File: config.mk
export PLATFORM = sky130hd
export DESIGN_NAME = uart_tx_arbiter
export DESIGN_NICKNAME = d
export VERILOG_FILES = /design/src/rtl/uart_arb_pkg.sv /design/src/rtl/rr_pick.sv /design/src/rtl/uart_tx_arbiter.sv
export SDC_FILE = /design/constraint.sdc
export NUM_CORES = 1
export LEC_CHECK = 0
export ABC_AREA = 1
export BUFFER_PORTS_ARGS = -buffer_cell sky130_fd_sc_hd__buf_4
export CORE_MARGIN = 1
export CORE_UTILIZATION = 50
export CTS_BUF_LIST = sky130_fd_sc_hd__clkbuf_2 sky130_fd_sc_hd__clkbuf_4 sky130_fd_sc_hd__clkbuf_8
export CTS_CLUSTER_SIZE = 25
export DETAILED_ROUTE_END_ITERATION = 8
export PLACE_DENSITY_LB_ADDON = 0.3
export SLEW_MARGIN = 20
export SYNTH_ARGS = -nofsm -noshare
export SYNTH_HDL_FRONTEND = slang
export SYNTH_SLANG_ARGS = --single-unit
File: constraint.sdc
create_clock -name clk -period 4.6 [get_ports clk]
set_input_delay 0.92 -clock clk [delete_from_list [all_inputs] [get_ports clk]]
set_output_delay 0.92 -clock clk [all_outputs]
set_load 0.005 [all_outputs]
File: src/rtl/uart_arb_pkg.sv
// Shared types and helpers for the UART transmit arbiter and its round-robin picker.
// Keeps the state encoding and width arithmetic in one place for every consumer.
package uart_arb_pkg;

    typedef enum logic [1:0] {
        IDLE    = 2'd0,
        SEND    = 2'd1,
        WAIT_HI = 2'd2,
        WAIT_LO = 2'd3
    } arb_state_e;

    localparam int DEFAULT_DATA_W = 8;

    function automatic int clog2(input int value);
        int result;
        result = 0;
        for (int i = 0; i < 31; i++) begin
            if ((1 << i) < value) result = i + 1;
        end
        return result;
    endfunction

    // Index/counter width that never collapses to zero bits.
    function automatic int idx_w(input int value);
        return (clog2(value) > 0) ? clog2(value) : 1;
    endfunction

endpackage

File: src/rtl/rr_pick.sv
// Combinational round-robin picker: first requester at or after last_grant+1, with wrap.
// Generic enough to be reused by other bus arbiters.
module rr_pick
    import uart_arb_pkg::*;
#(
    parameter  int N_REQ = 3,
    localparam int IW    = idx_w(N_REQ)
) (
    input  logic [N_REQ-1:0] req,
    input  logic [IW-1:0]    last_grant,
    output logic             any_req,
    output logic [IW-1:0]    pick
);

    int idx;

    // Scan from the farthest candidate to the nearest so the nearest one wins.
    always_comb begin
        // NOTE: every output of a combinational block gets a default first, so no path leaves it unassigned and infers a latch.
        any_req = 1'b0;
        pick    = '0;
        idx     = 0;
        for (int k = N_REQ; k >= 1; k--) begin
            idx = int'(last_grant) + k;
            if (idx >= N_REQ) idx = idx - N_REQ;
            if (req[idx]) begin
                any_req = 1'b1;
                pick    = IW'(idx);
            end
        end
    end

endmodule

File: src/rtl/uart_tx_arbiter.sv
// Shares one UART transmitter between N_REQ requesters, packet by packet in round-robin order,
// sequencing the write/busy handshake per byte and releasing a stalled grant after a timeout.
module uart_tx_arbiter
    import uart_arb_pkg::*;
#(
    parameter  int N_REQ        = 3,
    parameter  int DATA_W       = DEFAULT_DATA_W,
    parameter  int IDLE_TIMEOUT = 1024,
    localparam int GW           = idx_w(N_REQ),
    localparam int TW           = idx_w(IDLE_TIMEOUT + 1)
) (
    input  logic                      clk,
    input  logic                      rst,
    input  logic [N_REQ-1:0]          req_valid,
    input  logic [N_REQ*DATA_W-1:0]   req_data,
    input  logic [N_REQ-1:0]          req_last,
    output logic [N_REQ-1:0]          req_ready,
    output logic [DATA_W-1:0]         tx_data,
    output logic                      tx_wr,
    input  logic                      tx_busy,
    output logic [GW-1:0]             grant_id,
    output logic                      active,
    output logic                      timeout_evt
);

    arb_state_e        state_q, state_d;
    logic [GW-1:0]     grant_q, grant_d;
    logic [GW-1:0]     last_grant_q, last_grant_d;
    logic [TW-1:0]     idle_cnt_q, idle_cnt_d;
    logic              last_flag_q, last_flag_d;
    logic [DATA_W-1:0] tx_data_q, tx_data_d;
    logic              tx_wr_q, tx_wr_d;
    logic              timeout_evt_q, timeout_evt_d;

    logic              any_req;
    logic [GW-1:0]     pick;
    logic [DATA_W-1:0] req_bytes [N_REQ];
    logic              grant_valid;
    logic              grant_last;

    for (genvar i = 0; i < N_REQ; i++) begin : g_unpack
        assign req_bytes[i] = req_data[i*DATA_W +: DATA_W];
    end

    assign grant_valid = req_valid[grant_q];
    assign grant_last  = req_last[grant_q];

    rr_pick #(
        .N_REQ      (N_REQ)
    ) u_rr_pick (
        .req        (req_valid),
        .last_grant (last_grant_q),
        .any_req    (any_req),
        .pick       (pick)
    );

    always_comb begin
        state_d       = state_q;
        grant_d       = grant_q;
        last_grant_d  = last_grant_q;
        idle_cnt_d    = idle_cnt_q;
        last_flag_d   = last_flag_q;
        tx_data_d     = tx_data_q;
        tx_wr_d       = 1'b0;
        timeout_evt_d = 1'b0;
        req_ready     = '0;

        case (state_q)
            IDLE: begin
                if (any_req) begin
                    grant_d    = pick;
                    idle_cnt_d = '0;
                    state_d    = SEND;
                end
            end
            SEND: begin
                // A busy UART with data waiting is a hold, not an idle: the timeout only counts missing data.
                if (grant_valid) begin
                    if (!tx_busy) begin
                        req_ready[grant_q] = 1'b1;
                        tx_data_d          = req_bytes[grant_q];
                        tx_wr_d            = 1'b1;
                        last_flag_d        = grant_last;
                        state_d            = WAIT_HI;
                    end
                end else if (IDLE_TIMEOUT != 0) begin
                    if (idle_cnt_q == TW'(IDLE_TIMEOUT - 1)) begin
                        last_grant_d  = grant_q;
                        timeout_evt_d = 1'b1;
                        state_d       = IDLE;
                    end else begin
                        idle_cnt_d = idle_cnt_q + TW'(1);
                    end
                end
            end
            WAIT_HI: begin
                if (tx_busy) state_d = WAIT_LO;
            end
            WAIT_LO: begin
                if (!tx_busy) begin
                    if (last_flag_q) begin
                        last_grant_d = grant_q;
                        state_d      = IDLE;
                    end else begin
                        idle_cnt_d = '0;
                        state_d    = SEND;
                    end
                end
            end
            default: state_d = IDLE;
        endcase
    end

    // last_grant resets to the top index so the first arbitration favours requester 0.
    always_ff @(posedge clk or negedge rst) begin
        if (!rst) begin
            state_q       <= IDLE;
            grant_q       <= '0;
            last_grant_q  <= GW'(N_REQ - 1);
            idle_cnt_q    <= '0;
            last_flag_q   <= 1'b0;
            tx_data_q     <= '0;
            tx_wr_q       <= 1'b0;
            timeout_evt_q <= 1'b0;
        end else begin
            // NOTE: sequential state uses non-blocking assignments so every flop samples pre-edge values.
            state_q       <= state_d;
            grant_q       <= grant_d;
            last_grant_q  <= last_grant_d;
            idle_cnt_q    <= idle_cnt_d;
            last_flag_q   <= last_flag_d;
            tx_data_q     <= tx_data_d;
            tx_wr_q       <= tx_wr_d;
            timeout_evt_q <= timeout_evt_d;
        end
    end

    assign tx_data     = tx_data_q;
    assign tx_wr       = tx_wr_q;
    assign grant_id    = grant_q;
    assign active      = (state_q != IDLE);
    assign timeout_evt = timeout_evt_q;

endmodule
==> results of run 1 <==
-- through the flow --
| stage | util | instance area, um^2 | hold slack, ps | worst slack, ps |
|---|---|---|---|---|
| finish | 0.638 | 2340 | 505 | 1810 |
| global route | 0.638 | 2340 | 532 | 1640 |
| CTS | 0.638 | 2340 | 504 | 1780 |
| detailed placement | 0.623 | 2280 | 480 | 1830 |
| global placement | 0.623 | 2280 | 485 | 1880 |
| floorplan | - | 1900 | 463 | 2170 |
-- metal layers --
| metal | GRT usage | up-vias |
|---|---|---|
| li1 | - | 931 |
| met1 | 0.303 | 812 |
| met2 | 0.366 | 46 |
| met3 | 0.0471 | 5 |
| met4 | 0.0341 | 0 |
| met5 | 0 | - |
-- sequential cells by signal, indices dropped and copies added (netlist names), named ones only --
name / count
idle_cnt_q: 11
tx_data: 8
grant_id: 2
last_grant_q: 2
last_flag_q: 1
state_q: 1
timeout_evt: 1
tx_wr: 1
-- worst max path at each step --
stage / cells after the start / endpoint / start / slack, ps
final: 8 / req_ready[2] / grant_id[1] / 1810
after global routing: 8 / req_ready[2] / grant_id[1] / 1640
after CTS: 8 / req_ready[2] / grant_id[1] / 1780
after detailed placement: 8 / req_ready[2] / req_valid[2] / 1830
after global placement: 8 / req_ready[1] / req_valid[2] / 1880
after floorplan: 6 / req_ready[1] / req_valid[2] / 2170
-- power by group through the flow --
| stage | registers [mW] | clock network [mW] | logic [mW] |
|---|---|---|---|
| after floorplan | 0.380 | 0 | 0.567 |
| after global routing | 0.396 | 0.167 | 0.835 |
| after detailed placement | 0.389 | 0 | 0.736 |
| after global placement | 0.390 | 0 | 0.731 |
| final | 0.385 | 0.152 | 0.734 |
| after CTS | 0.386 | 0.157 | 0.738 |
-- cell usage after synthesis (all sizes together) (2+ instances only) --
master and number:
ha 8, nor2 28, o21a 2, o21ai 11, xnor2 3, nand2 94
nor3 2, inv 25, nand4 8, xor2 5, dfrtp 27, nand3 31
a21oi 2, a221oi 2, buf 3
-- layout by cell type, fill, tap and decap left out, types with 2 or more instances in the layout --
cell type / count
ha_1: 8
xor2_1: 5
xnor2_1: 3
inv_1: 24
nor3_1: 2
nand2_4: 2
nand4_1: 8
o21ai_0: 11
nor2_4: 3
buf_4: 48
a221oi_1: 2
nand2_2: 4
dfrtp_1: 27
clkbuf_8: 4
nand3_1: 29
nor2_1: 24
nand2_1: 88
o21a_1: 2
-- worst max-delay path, delay by kind of cell, from the launching register on --
family / cells / cell delay, ps
buffers and inverters: 2 / 230
flip-flops: 1 / 470
AND/OR/NAND/NOR: 6 / 890
-- layout make-up --
type                    instances  share of cell area
inverters                      26              0.0423
clock buffers                   4              0.0236
well taps                      48              0.0257
repair buffers                 48               0.154
multi-input cells             202               0.454
flip-flops and latches         28               0.300
-- cell families after synthesis --
kind of cell / share of synthesized area
AND/OR/NAND/NOR: 0.404
buffers and inverters: 0.0718
flip-flops: 0.370
AO/OA/AOI/OAI: 0.0646
XOR/XNOR: 0.0369
adder cells (fa/ha/maj): 0.0527
==> impl_metrics.tcl, run 1 <==
set metrics [dict create \
    dr.first_iter.drc_count 120 \
    grt_max_degree 29 \
    numCtsBuffers 3 \
    area_growth_pct 23.1 \
    switching_share 0.473 \
    ios 49 \
    end_kind "primary output" \
    crit_chain "nor2_2, nand2_2, nand3_4, nand2_4, inv_2, nand2_4, nor2_4, buf_4" \
    hold_path_depth 2 \
    synthTopCellsByArea "dfrtp_1 36%, nand2_1 17%, nand3_1 7.6%" \
    start_util 0.519 \
    critical-path-max-stage-delay_ps 470 \
    clkPwrFrac 0.119 \
    cp.arrival_ps 1870 \
    clk_latency_ps 280 \
    register_area_um2 702 \
    place.gp.congestion 0.859 \
    port_buffers 48 \
    drc_errors 0 \
    r2r_cells 13 \
    setup_viol 0 \
    fin_crit_sh 0.607 \
    avgSynthCellArea_um2 7.31 \
    netlist_area_um2 1900 \
    wl_met2_mm 1.92 \
    cp_max_fo 10 \
    drt_wl_total_mm 4.07 \
    worst_pin_slew_ps 389 \
    synthCells 260 \
    die_x_um 63.6 \
    vdd_drop_max_uv 403 \
    reg2reg_from "last_grant_q[1]" \
    min_to "tx_data[0]" \
    top_layer_used "met4" \
    drive_gt1_frac 0.224 \
    antenna_cells 0 \
    synth-edff-count 0 \
    cts_tree "yes" \
    ys_ff_latch 28 \
    htree_num_levels 1 \
    grt_pass1_vias 1685 \
    antenna_found_initial 0 \
    ys_types 32 \
    cp-start-kind "flop" \
    hp-class "flop to flop" \
    die-area_um2 4050 \
    outcome "completed" \
    postSynth.asyncResetShare 1.00 \
    first_pass_iters 4 \
    routedWlPerCell_um 11.4 \
    ctsHoldBuffers 0 \
    met3_length_um 209 \
    yosysTopAreaCell "dfrtp_1" \
    grt_pass1_wl_mm 7.22 \
    fillCellCount 321 \
    dpl.cell_count 352 \
    cts_buffer_depth 2 \
    yosysWarningCount 0 \
    slew_violations 0 \
    maxSlewHeadroom 0.741 \
    finalCriticalPeriod_ps 2790 \
    finalHoldViolCount 0 \
    nNetsFinal 350 \
    r2r-end "idle_cnt_q[7]" \
    ys_seq_area_frac 0.370 \
    total_power_mw 1.27 \
    fin_cells 356 \
    rsz0062_at_grt "false" \
    tritoncts_num_sinks 28 \
    drtAntennaViolNets 0 \
    power_density_nw_per_um2 544 \
    crit_top_cell "nand2_4" \
    fp.coreArea_um2 3660 \
    worstHoldStart "tx_data[0]" \
    vias_per_cell 5.04 \
    rows 22 \
    power_switching_mw 0.601 \
    synth_nets 301 \
    post-cts-setup-buffers 0 \
    dp_hpwl_mm 3.16 \
    path_clk_slew_ps 90 \
    p_comb_frac 0.578 \
    crit_required_ps 3680 \
    max_clock_freq_mhz 358 \
    synth_flop_cell "dfrtp_1" \
    p_int_mw 0.670 \
    setup_tns_ps 0 \
    num_vias 1794 \
    grt_usage 0.222 \
    synth_top_area_frac 0.356 \
    maxCapViolCount 0 \
    overflow 0 \
    critPathKind "flop to primary output" \
    slowest_stage "dfrtp_1" \
    wl_met1_mm 1.92 \
    fp.dieH_um 63.6 \
    r2r_slack_ps 2190 \
    root_buffer "clkbuf_8" \
    multiInputGateArea_um2 1060 \
    clock_skew_ps 6.41 \
    post_cts_resized 0 \
    sequentialPowerShare 0.303 \
    leakage_nw 1.19 \
]
No activity file was read; power rests on OpenSTA's default activity.
==> inputs of run 2 (changes only) <==
--- a/config.mk
+++ b/config.mk
@@ -8,7 +8,7 @@
 export ABC_AREA = 1
 export BUFFER_PORTS_ARGS = -buffer_cell sky130_fd_sc_hd__buf_4
 export CORE_MARGIN = 1
-export CORE_UTILIZATION = 50
+export CORE_UTILIZATION = 49
 export CTS_BUF_LIST = sky130_fd_sc_hd__clkbuf_2 sky130_fd_sc_hd__clkbuf_4 sky130_fd_sc_hd__clkbuf_8
 export CTS_CLUSTER_SIZE = 25
 export DETAILED_ROUTE_END_ITERATION = 8
==> constraint.sdc (replaced) <==
create_clock -name clk -period 2.4 [get_ports clk]
set_input_delay 0.48 -clock clk [delete_from_list [all_inputs] [get_ports clk]]
set_output_delay 0.48 -clock clk [all_outputs]
set_load 0.005 [all_outputs]
==> impl_metrics.tcl, run 2 (same netlist as run 1, synthesis figures left out) <==
set metrics [dict create \
    outcome "completed" \
    setup.worst_path.start "grant_id[1]" \
    cp-endpoint "req_ready[2]" \
    numCtsBuffers 3 \
    clk_latency_ps 280 \
    grtUsageMet3 0.0375 \
    setup_tns_ps 0 \
    nNetsFinal 353 \
    vdd_drop_max_uv 608 \
    die_x_um 64.3 \
    slew_violations 0 \
    setup_viol 0 \
    crit_top_cell "nand2_4" \
    register_area_um2 702 \
    r2r-end "idle_cnt_q[10]" \
    area_growth_pct 25.4 \
    antenna_found_initial 0 \
    root_buffer "clkbuf_8" \
    dp_hpwl_mm 3.18 \
    antenna_cells 0 \
    drive_gt1_frac 0.238 \
    r2r_slack_ps 220 \
    crit_required_ps 1920 \
    dpl.cell_count 355 \
    r2r_cells 13 \
    power_density_nw_per_um2 1090 \
    dp_slack_ps 272 \
    htree_num_levels 1 \
    power_switching_mw 1.18 \
    sequentialPowerShare 0.284 \
    p_int_mw 1.42 \
    cp.arrival_ps 1730 \
    fp.coreArea_um2 3690 \
    grt_usage 0.223 \
    critical-path-max-stage-delay_ps 490 \
    postLayoutCellArea_um2 2380 \
    end_kind "primary output" \
    port_buffers 48 \
    rows 22 \
    rsz0062_at_grt "false" \
    place.gp.congestion 0.875 \
    num_vias 1790 \
    tritoncts_num_sinks 28 \
    leakage_nw 1.21 \
    layout_common_cells "88 x nand2_1, 51 x buf_4, 29 x nand3_1" \
    switching_share 0.454 \
    maxSlewHeadroom 0.748 \
    cts_buffer_depth 2 \
    routedWlPerCell_um 11.6 \
    first_pass_iters 5 \
    ios 49 \
    grt_util_met1 0.296 \
    die-area_um2 4130 \
    fin_cells 359 \
    reg2reg_from "last_grant_q[1]" \
    worst_pin_slew_ps 377 \
    drt_wl_total_mm 4.15 \
    clkPwrFrac 0.145 \
    grt_pass1_wl_mm 7.31 \
    cp-start-kind "flop" \
    fillCellCount 323 \
    maxCapViolCount 0 \
    drc_errors 0 \
    vias_per_cell 4.99 \
    critPathKind "flop to primary output" \
    fp.dieH_um 64.3 \
    grt_max_degree 29 \
    cts_tree "yes" \
    finalHoldViolCount 0 \
    start_util 0.515 \
    dr.first_iter.drc_count 98 \
    grt_pass1_vias 1699 \
    fin_crit_sh 0.920 \
    hp-class "input port to async pin" \
    crit_chain "inv_1, nand3_2, nand3_4, nand2_4, inv_2, nand2_4, nor2_4, buf_4" \
    p_comb_frac 0.571 \
    overflow 0 \
    setup_ws_ps 191 \
    finalCriticalPeriod_ps 2210 \
    path_clk_slew_ps 100 \
    slowest_stage "dfrtp_1" \
    postPlaceCellArea_um2 2300 \
    multiInputGateArea_um2 1070 \
    top_register "idle_cnt_q" \
    grt_util_met2 0.370 \
    top_usage_layer "met2" \
    clock_skew_ps 4.56 \
    max_clock_freq_mhz 453 \
    cp_max_fo 10 \
    largest_register_ffs 11 \
    drtAntennaViolNets 0 \
    mostFrequentLayoutCell "nand2_1" \
]
-- run 2: cell count changes in the layout (fill, tap and decap cells not counted), sizes merged --
cell / previous run / this run
clkbuf: 4 / 3
buf: 48 / 51
bufinv: 0 / 1
-- run 2: repair_timing --
item                                    4_1_cts  5_1_grt
endpoints found under the setup margin        0        7
setup buffers                                 0        0
gates resized for setup                       0        3
hold endpoints to repair                      0        0
hold buffers                                  0        0
-- run 2: stage by stage --
| step | utilization | hold WS (ps) | power [mW] |
|---|---|---|---|
| after global routing | 0.646 | 128 | 2.84 |
| after global placement | 0.625 | 425 | 2.18 |
| final | 0.646 | 112 | 2.60 |
| after floorplan | - | 184 | 1.82 |
| after detailed placement | 0.625 | 427 | 2.21 |
| after CTS | 0.644 | 114 | 2.59 |
-- run 2: layout make-up --
class                      instances  share of cell area
tap                               48              0.0252
clock inverter                     1              0.0126
sequential                        28               0.295
clock buffer                       3              0.0173
multi-input combinational        202               0.448
timing repair buffer              51               0.161
inverter                          26              0.0415
-- run 2: how the worst min path moves through the flow --
stage          startpoint       endpoint  slack [ps]  cells past startpoint
6_report              rst  idle_cnt_q[9]         110                      1
5_1_grt               rst  idle_cnt_q[7]         130                      1
4_1_cts               rst  idle_cnt_q[9]         110                      1
3_5_place_dp          rst    timeout_evt         430                      1
3_3_place_gp          rst      async pin         430                      1
2_1_floorplan         rst      async pin         180                      0
-- run 2: metal layers --
metal,vias up,routed length (um)
li1,938,-
met1,798,1980
met3,6,183
met5,-,0
met2,48,1930
met4,0,49
-- run 2: power groups by stage --
stage / clock network (mW) / logic, mW / registers [mW]
global route: 0.401 / 1.68 / 0.759
floorplan: 0 / 1.09 / 0.729
detailed placement: 0 / 1.47 / 0.742
global placement: 0 / 1.44 / 0.742
CTS: 0.384 / 1.47 / 0.737
finish: 0.378 / 1.48 / 0.738
-- run 2: worst max-delay path: cells and delay by family (launching register included) --
kind / cells / cell delay [ps]
simple gates: 5 / 570
buf+inv: 3 / 380
flops: 1 / 490
==> inputs of run 3 (changes only) <==
--- a/config.mk
+++ b/config.mk
@@ -8,7 +8,7 @@
 export ABC_AREA = 1
 export BUFFER_PORTS_ARGS = -buffer_cell sky130_fd_sc_hd__buf_4
 export CORE_MARGIN = 1
-export CORE_UTILIZATION = 49
+export CORE_UTILIZATION = 50
 export CTS_BUF_LIST = sky130_fd_sc_hd__clkbuf_2 sky130_fd_sc_hd__clkbuf_4 sky130_fd_sc_hd__clkbuf_8
 export CTS_CLUSTER_SIZE = 25
 export DETAILED_ROUTE_END_ITERATION = 8
==> constraint.sdc (replaced) <==
create_clock -name clk -period 2.8 [get_ports clk]
set_input_delay 0.56 -clock clk [delete_from_list [all_inputs] [get_ports clk]]
set_output_delay 0.56 -clock clk [all_outputs]
set_load 0.005 [all_outputs]
==> impl_metrics.tcl, run 3 (same netlist as run 1, synthesis figures left out) <==
set metrics [dict create \
    fillCellCount 340 \
    drc_errors 0 \
    power_density_nw_per_um2 915 \
    top_usage_layer "met2" \
    fp.dieH_um 63.6 \
    rsz0062_at_grt "false" \
    grt_util_met2 0.391 \
    crit_required_ps 2240 \
    fin_crit_sh 0.872 \
    finalHoldViolCount 0 \
    maxCapViolCount 0 \
    postPlaceCellArea_um2 2280 \
    nNetsFinal 350 \
    place.gp.congestion 0.955 \
    htree_num_levels 1 \
    fp.coreArea_um2 3660 \
    cp-start-kind "flop" \
    grt_util_met1 0.262 \
    layout_common_cells "88 x nand2_1, 48 x buf_4, 29 x nand3_1" \
    antenna_cells 0 \
    r2r_slack_ps 430 \
    grt_max_degree 29 \
    largest_register_ffs 11 \
    setup_viol 0 \
    setup_tns_ps 0 \
    numCtsBuffers 3 \
    area_growth_pct 23.9 \
    grt_pass1_vias 1657 \
    port_buffers 48 \
    root_buffer "clkbuf_8" \
    final_core_util 0.643 \
    cp.arrival_ps 1880 \
    leakage_nw 1.20 \
    dp_hpwl_mm 3.24 \
    tritoncts_num_sinks 28 \
    grtUsageMet3 0.0380 \
    end_kind "primary output" \
    post-cts-setup-buffers 0 \
    max_clock_freq_mhz 410 \
    dr.first_iter.drc_count 119 \
    worst_pin_slew_ps 364 \
    r2r_cells 13 \
    cts_buffer_depth 2 \
    num_vias 1806 \
    maxSlewHeadroom 0.757 \
    path_clk_slew_ps 100 \
    hp-class "input port to async pin" \
    postLayoutCellArea_um2 2350 \
    ctsHoldBuffers 0 \
    die-area_um2 4050 \
    routedWlPerCell_um 11.8 \
    grt_pass1_wl_mm 6.97 \
    top_register "idle_cnt_q" \
    die_x_um 63.6 \
    overflow 0 \
    drtAntennaViolNets 0 \
    r2r-end "idle_cnt_q[9]" \
    ios 49 \
    reg2reg_from "last_grant_q[1]" \
    antenna_found_initial 0 \
    cp_max_fo 10 \
    finalCriticalPeriod_ps 2440 \
    cts_tree "yes" \
    vdd_drop_max_uv 620 \
    drt_wl_total_mm 4.22 \
    mostFrequentLayoutCell "nand2_1" \
    post_cts_resized 0 \
    slew_violations 0 \
    start_util 0.519 \
    first_pass_iters 4 \
    rows 22 \
    grt_usage 0.218 \
    clk_latency_ps 280 \
    outcome "completed" \
    critPathKind "flop to primary output" \
    vias_per_cell 5.07 \
    drive_gt1_frac 0.224 \
    clock_skew_ps 3.20 \
]
[run 3: area by class of cell]
cell class / count / area, um^2 / area share
Timing Repair Buffer: 48 / 360 / 0.153
Multi-Input combinational cell: 202 / 1060 / 0.451
Clock inverter: 1 / 30.0 / 0.0128
Inverter: 26 / 98.8 / 0.0420
Clock buffer: 3 / 41.3 / 0.0175
Tap cell: 48 / 60.1 / 0.0255
Sequential cell: 28 / 702 / 0.298
[run 3: stage by stage]
step	total power, mW	setup slack [ps]	std cells	hold WS (ps)
floorplan	1.56	867	260	264
global placement	1.81	561	352	469
detailed placement	1.83	495	352	490
CTS	2.16	347	356	197
global route	2.34	231	356	202
finish	2.15	360	356	184
[run 3: power breakdown]
part	total, mW	switching, mW	internal (mW)
Combinational	1.19	0.745	0.448
Sequential	0.637	0.110	0.528
Clock	0.323	0.132	0.192
Total	2.15	0.986	1.17
[run 3: how the worst max path moves through the flow]
stage	endpoint	from	cells past startpoint	slack, ps
3_5_place_dp	idle_cnt_q[9]	last_grant_q[1]	13	490
2_1_floorplan	idle_cnt_q[1]	last_grant_q[1]	13	870
5_1_grt	idle_cnt_q[1]	last_grant_q[1]	13	230
6_report	req_ready[1]	grant_id[1]	8	360
3_3_place_gp	idle_cnt_q[9]	last_grant_q[1]	13	560
4_1_cts	req_ready[1]	grant_id[1]	8	350
[run 3: critical path, cell delays in order (launching register included)]
cell and delay (ps):
dfrtp_1 480, nor2_2 340, nand2_2 110, nand3_4 110, nand2_4 80, inv_2 90, nand2_4 100, nor2_4 150
buf_4 130
[run 3: per-layer routing]
metal	vias to the layer above	routed length [um]
met2	43	2170
li1	931	-
met4	0	30
met5	-	0
met3	4	187
met1	828	1830
